`src/rtl/ssd_pkg.sv`:
```
// Shared types and constants for the seven-segment message scheduler.
package ssd_pkg;

    // 5-bit character code understood by pmodSSD_Interface.
    typedef logic [4:0] cc_t;

    // Code that renders as an unlit digit.
    localparam cc_t BLANK_CC = 5'h10;

    // Two-digit message: d1 is the left digit, d0 the right digit.
    typedef struct packed {
        cc_t d1;
        cc_t d0;
    } msg_t;

    localparam msg_t BLANK_MSG = '{d1: BLANK_CC, d0: BLANK_CC};

    typedef enum logic [0:0] {
        ST_IDLE = 1'b0,
        ST_SHOW = 1'b1
    } sched_state_t;

endpackage

```
`src/rtl/ssd_msg_scheduler_rr_arbiter.sv`:
```
// Round-robin selector: searches from last_granted+1 (mod NREQ) and picks
// the first asserted request. Purely combinational.
module rr_arbiter #(
    parameter int unsigned NREQ = 3,
    parameter int unsigned IW   = $clog2(NREQ)
) (
    input  logic [NREQ-1:0] req,
    input  logic [IW-1:0]   last_granted,
    output logic [NREQ-1:0] winner,
    output logic [IW-1:0]   index,
    output logic            any
);

    int unsigned cand;

    // Walk the ring once starting just after the previous winner.
    always_comb begin
        winner = '0;
        index  = '0;
        any    = 1'b0;
        cand   = 0;
        for (int unsigned k = 1; k <= NREQ; k++) begin
            cand = (32'(last_granted) + k) % NREQ;
            if (!any && req[cand]) begin
                any          = 1'b1;
                winner[cand] = 1'b1;
                index        = IW'(cand);
            end
        end
    end

endmodule

```
`src/rtl/ssd_msg_scheduler.sv`:
```
// Message scheduler in front of pmodSSD_Interface: arbitrates round-robin
// between NREQ requesters and holds the winner's two-digit message on the
// display for HOLD_CYCLES clocks. req/req_cc pass through one sampling
// register, so a request seen at edge n is granted at edge n+1.
module ssd_msg_scheduler
    import ssd_pkg::*;
#(
    parameter int SIMULATE    = 0,
    parameter int NREQ        = 3,
    parameter int HOLD_CYCLES = (SIMULATE != 0) ? 16 : 50_000_000
) (
    input  logic                    clk,
    input  logic                    reset_n,
    input  logic [NREQ-1:0]         req,
    input  logic [NREQ*10-1:0]      req_cc,
    input  logic                    flush,
    output logic [4:0]              digit1,
    output logic [4:0]              digit0,
    output logic [NREQ-1:0]         gnt,
    output logic                    busy,
    output logic [$clog2(NREQ)-1:0] owner
);

    localparam int unsigned IW   = $clog2(NREQ);
    localparam int unsigned CW   = (HOLD_CYCLES > 1) ? $clog2(HOLD_CYCLES) : 1;
    localparam logic [CW-1:0] TERM = CW'(HOLD_CYCLES - 1);
    localparam logic [IW-1:0] LAST_RST = IW'(NREQ - 1);

    sched_state_t        state_q, state_d;
    logic [CW-1:0]       cnt_q, cnt_d;
    msg_t                msg_q, msg_d;
    logic [NREQ-1:0]     gnt_q, gnt_d;
    logic                busy_q, busy_d;
    logic [IW-1:0]       owner_q, owner_d;
    logic [IW-1:0]       last_q, last_d;
    logic [NREQ-1:0]     req_s_q, req_s_d;
    logic [NREQ*10-1:0]  cc_s_q, cc_s_d;

    logic [NREQ-1:0]     arb_win;
    logic [IW-1:0]       arb_idx;
    logic                arb_any;
    msg_t                sel_msg;
    logic                do_grant;
    logic                go_idle;

    rr_arbiter #(
        .NREQ (NREQ),
        .IW   (IW)
    ) u_arb (
        .req          (req_s_q),
        .last_granted (last_q),
        .winner       (arb_win),
        .index        (arb_idx),
        .any          (arb_any)
    );

    // Pick the sampled message belonging to the current arbitration winner.
    always_comb begin
        sel_msg = BLANK_MSG;
        for (int unsigned i = 0; i < NREQ; i++) begin
            if (arb_idx == IW'(i)) begin
                sel_msg = msg_t'(cc_s_q[i*10 +: 10]);
            end
        end
    end

    // Next-state logic: flush wins over terminal-count regrant, and a grant
    // at terminal count reloads the message with no blank cycle in between.
    always_comb begin
        req_s_d  = req;
        cc_s_d   = req_cc;
        state_d  = state_q;
        cnt_d    = cnt_q;
        msg_d    = msg_q;
        gnt_d    = '0;
        busy_d   = busy_q;
        owner_d  = owner_q;
        last_d   = last_q;
        do_grant = 1'b0;
        go_idle  = 1'b0;

        case (state_q)
            ST_IDLE: begin
                if (!flush && arb_any) begin
                    do_grant = 1'b1;
                end
            end
            ST_SHOW: begin
                if (flush) begin
                    go_idle = 1'b1;
                end else if (cnt_q == TERM) begin
                    if (arb_any) begin
                        do_grant = 1'b1;
                    end else begin
                        go_idle = 1'b1;
                    end
                end else begin
                    cnt_d = cnt_q + 1'b1;
                end
            end
            default: go_idle = 1'b1;
        endcase

        if (do_grant) begin
            state_d = ST_SHOW;
            cnt_d   = '0;
            msg_d   = sel_msg;
            gnt_d   = arb_win;
            busy_d  = 1'b1;
            owner_d = arb_idx;
            last_d  = arb_idx;
        end

        if (go_idle) begin
            state_d = ST_IDLE;
            cnt_d   = '0;
            msg_d   = BLANK_MSG;
            busy_d  = 1'b0;
            owner_d = '0;
        end
    end

    // State and output registers; reset blanks the display and arms requester 0.
    always_ff @(posedge clk or negedge reset_n) begin
        if (!reset_n) begin
            state_q <= ST_IDLE;
            cnt_q   <= '0;
            msg_q   <= BLANK_MSG;
            gnt_q   <= '0;
            busy_q  <= 1'b0;
            owner_q <= '0;
            last_q  <= LAST_RST;
            req_s_q <= '0;
            cc_s_q  <= '0;
        end else begin
            state_q <= state_d;
            cnt_q   <= cnt_d;
            msg_q   <= msg_d;
            gnt_q   <= gnt_d;
            busy_q  <= busy_d;
            owner_q <= owner_d;
            last_q  <= last_d;
            req_s_q <= req_s_d;
            cc_s_q  <= cc_s_d;
        end
    end

    assign digit1 = msg_q.d1;
    assign digit0 = msg_q.d0;
    assign gnt    = gnt_q;
    assign busy   = busy_q;
    assign owner  = owner_q;

endmodule

```
`config.mk`:
```
export PLATFORM = sky130hd
export DESIGN_NAME = ssd_msg_scheduler
export DESIGN_NICKNAME = d
export VERILOG_FILES = /design/src/rtl/ssd_pkg.sv /design/src/rtl/ssd_msg_scheduler_rr_arbiter.sv /design/src/rtl/ssd_msg_scheduler.sv
export SDC_FILE = /design/constraint.sdc
export NUM_CORES = 1
export LEC_CHECK = 0
export BUFFER_PORTS_ARGS = -buffer_cell sky130_fd_sc_hd__buf_2
export CAP_MARGIN = 20
export CORE_ASPECT_RATIO = 1.1
export CORE_UTILIZATION = 56
export DETAILED_ROUTE_END_ITERATION = 10
export GPL_ROUTABILITY_DRIVEN = 0
export PLACE_DENSITY_LB_ADDON = 0.05
export SLEW_MARGIN = 5
export SYNTH_ARGS = -nofsm -noshare
export SYNTH_HDL_FRONTEND = slang
export SYNTH_SLANG_ARGS = --single-unit
```
`constraint.sdc`:
```
create_clock -name clk -period 2.9 [get_ports clk]
set_input_delay 0.145 -clock clk [delete_from_list [all_inputs] [get_ports clk]]
set_output_delay 0.145 -clock clk [all_outputs]
set_load 0.01 [all_outputs]
```
==> flow_summary.ini <==
[sta]
maxSlewHeadroom_pct = 35.8
fmax_ghz = 0.382
hold-worst-slack_ns = 0.276
hold_viol = 0
report.final.slew_viol_count = 0
tightest_slew_ns = 0.962
tns_ns = 0
fin_crit_ns = 2.62
grt_setup_unrepaired = no
setup_slack_ns = 0.279
finalCritPeriodShare_pct = 90.4
finClkSkew_ns = 0.0126
setup_viol = 0

[synthesis]
synth_top_cell_by_area = dfrtp_1
async_reset_ff_share_pct = 100
syn_area_sq_um = 3800
synthFlopType = dfrtp_1
synth_cells = 352
synth_edf_count = 0
synth-seq-area-share_pct = 50.7
synth_cell_type_count = 64
synth_fp_nets = 393
yosys-top-cells-area = dfrtp_1 49%, mux2i_1 5.5%, nand3_1 4.6%, nand3b_1 3.9%, a21oi_1 2.2%
yosys_register_bits = 77
ys_warn_count = 0
yosysMostFrequentCell = dfrtp_1
synthTopCellsByCount = 74 x dfrtp_1, 35 x nand3_1, 21 x mux2i_1
synth_area_per_cell_sq_um = 10.8
synth.top_cell.area_share_pct = 48.7

[run]
drv_cap = 0

[layout]
nFillCells = 479
design_area_sq_um = 4760
diodes = 0
syn_to_final_growth_pct = 25.0
nets = 487
drive_above_1_share_pct = 22.4

[worst_setup_path]
critPathLaunchType = flip-flop
crit_arrival_ns = 2.89
crit_type = reg2reg
cp_data_required_time_ns = 3.16
end_kind = flip-flop
cpMaxStageDelayCell = a221oi_1
path_cells = inv_1 -> ha_1 -> nand3b_1 -> o211a_1 -> a221oi_1 -> a22oi_1 -> a32oi_1
slowest_delay_ns = 0.58
crit_fanout = 12

[clock_tree]
worstSkewPairLatency_ns = 0.36
clockBufferDepth = 2
clock-sinks = 77
root_buffer = clkbuf_8
htree_num_levels = 3
cts_setup_buffers = 0
clkSlewWorstSetupHoldPaths_ns = 0.08
cts_tree = built
cts_made_buffers = 9

[drt]
drc = 0
via_per_inst = 6.01
drt-pass1-iter-count = 4
totalWireLength_um = 9440
post_drt_wl_per_cell_um = 17.7
vias = 3203
drt_iter0_markers = 203
ant_nets = 0

[pwr]
p_per_area_nw_per_um2 = 773
switchingPower_uw = 1440
power_frac_seq_pct = 35.5
intPower_uw = 2230
switching_share_pct = 39.3
p_comb_share_pct = 41.4
leakage_uw = 0.00214
clkPwrFrac_pct = 23.0
max-vdd-ir-drop_uv = 538

[die]
die_h_um = 88.5
coreArea_sq_um = 6590
ios = 52
die_w_um = 80.6
num_rows = 31
die_area_sq_um = 7130
start_util_pct = 57.7

[grt]
grt_use_total_pct = 29.2
antenna_found_initial = 0
grt_pass1_wl_um = 15400
grt_pass1_vias = 3151
overflow = 0
grt_max_degree = 78

[placed_design]
dpl_cell_area_sq_um = 4210
preCtsSetupSlack_ns = 0.243
io_buffers = 51
dp_hpwl_um = 6090

[worst_hold_path]
min_path_type = in2reg

[outcome]
status = finished, final reports clean
logic make-up after synthesis:
logic type | after synthesis | synth area share, %
xor gates and xnor gates | 1 | 0.230
buffers and inverters | 30 | 3.35
AOI/OAI and AO/OA | 86 | 17.8
DFF | 77 | 50.7
adders and majority gates | 5 | 1.64
and+or+nand+nor | 131 | 20.5
muxes | 22 | 5.82
metal layers:
layer,vias up,routed length (um),GRT usage [%]
li1,1516,-,-
met4,0,137,11.0
met1,1587,3880,35.3
met2,87,4980,51.5
met3,13,447,5.88
met5,-,0,0
layout by cell type, fill, tap and decap left out, types with 4 or more instances in the layout:
master / synthesis / routed
and4_1: 4 / 4
dlygate4sd3_1: 0 / 34
and3_1: 5 / 5
o211ai_1: 5 / 5
nor2_1: 13 / 13
o21ai_0: 5 / 5
dfrtp_1: 74 / 74
nand3_1: 35 / 35
mux2i_1: 21 / 21
a31oi_1: 4 / 4
nand3b_1: 20 / 20
clkbuf_8: 0 / 9
a221oi_1: 8 / 8
and2_1: 9 / 9
nand4_1: 6 / 6
inv_1: 11 / 11
a21oi_1: 17 / 17
buf_2: 5 / 50
buf_4: 0 / 17
o31ai_1: 9 / 9
nand2_1: 16 / 16
nor3_1: 4 / 4
nor2b_1: 6 / 6
ha_1: 5 / 5
power groups by stage:
stage                     logic [uW]  registers, uW  clock network, uW
after global routing            1670           1320                906
after global placement          1430           1320                  0
after floorplan                 1020           1330                  0
after CTS                       1500           1300                851
final                           1520           1310                847
after detailed placement        1460           1320                  0
flip-flops by register name (all words and copies together), names as in the netlist:
| name | flops |
|---|---|
| digit0 | 5 |
| digit1 | 5 |
| cnt_q | 26 |
| req_s_q | 3 |
| last_q | 2 |
| cc_s_q | 30 |
| owner | 2 |
| busy | 1 |
| gnt | 3 |
worst max-delay path, delay by kind of cell, from the launching register on:
family / cells / cell delay (ns)
flip-flops: 1 / 0.38
buffers and inverters: 1 / 0.09
adder cells (fa/ha/maj): 1 / 0.46
AO/OA/AOI/OAI: 4 / 1.29
AND/OR/NAND/NOR: 1 / 0.32
repair_timing:
| item | CTS | global route |
|---|---|---|
| hold endpoints to repair | 107 | 0 |
| hold buffers | 34 | 0 |
| endpoints found under the setup margin | 0 | 5 |
| resized for setup | 0 | 1 |
path summary, 6_finish.rpt:
path	start	end	slack (ns)	cells after the start
worst max-delay path	last_q[0]$_DFFE_PN0P_	digit0[4]$_DFFE_PN1P_	0.28	7
worst min-delay path	flush	cnt_q[2]$_DFFE_PN0P_	0.28	4
worst max register to register	last_q[0]$_DFFE_PN0P_	digit0[4]$_DFFE_PN1P_	0.28	7
worst min register to register	digit1[4]$_DFFE_PN1P_	digit1[4]$_DFFE_PN1P_	0.47	2
max in group asynchronous	reset_n	owner[1]$_DFFE_PN0P_	1.79	2
min in group asynchronous	reset_n	cnt_q[1]$_DFFE_PN0P_	0.47	2
stage by stage:
step	util [%]	instances	total power [uW]
global route	72.1	533	3890
detailed placement	63.9	483	2780
floorplan	-	352	2350
finish	72.1	533	3680
CTS	72.1	533	3650
global placement	63.9	483	2750
area by class of cell:
cell class / instances / area (sq um) / area share (%)
Sequential cell: 77 / 1930 / 40.6
Tap cell: 82 / 103 / 2.16
Inverter: 12 / 45.0 / 0.947
Clock buffer: 9 / 124 / 2.60
Clock inverter: 7 / 80.1 / 1.68
Timing Repair Buffer: 101 / 718 / 15.1
Multi-Input combinational cell: 245 / 1760 / 36.9
(Power assumes the default switching activity.)
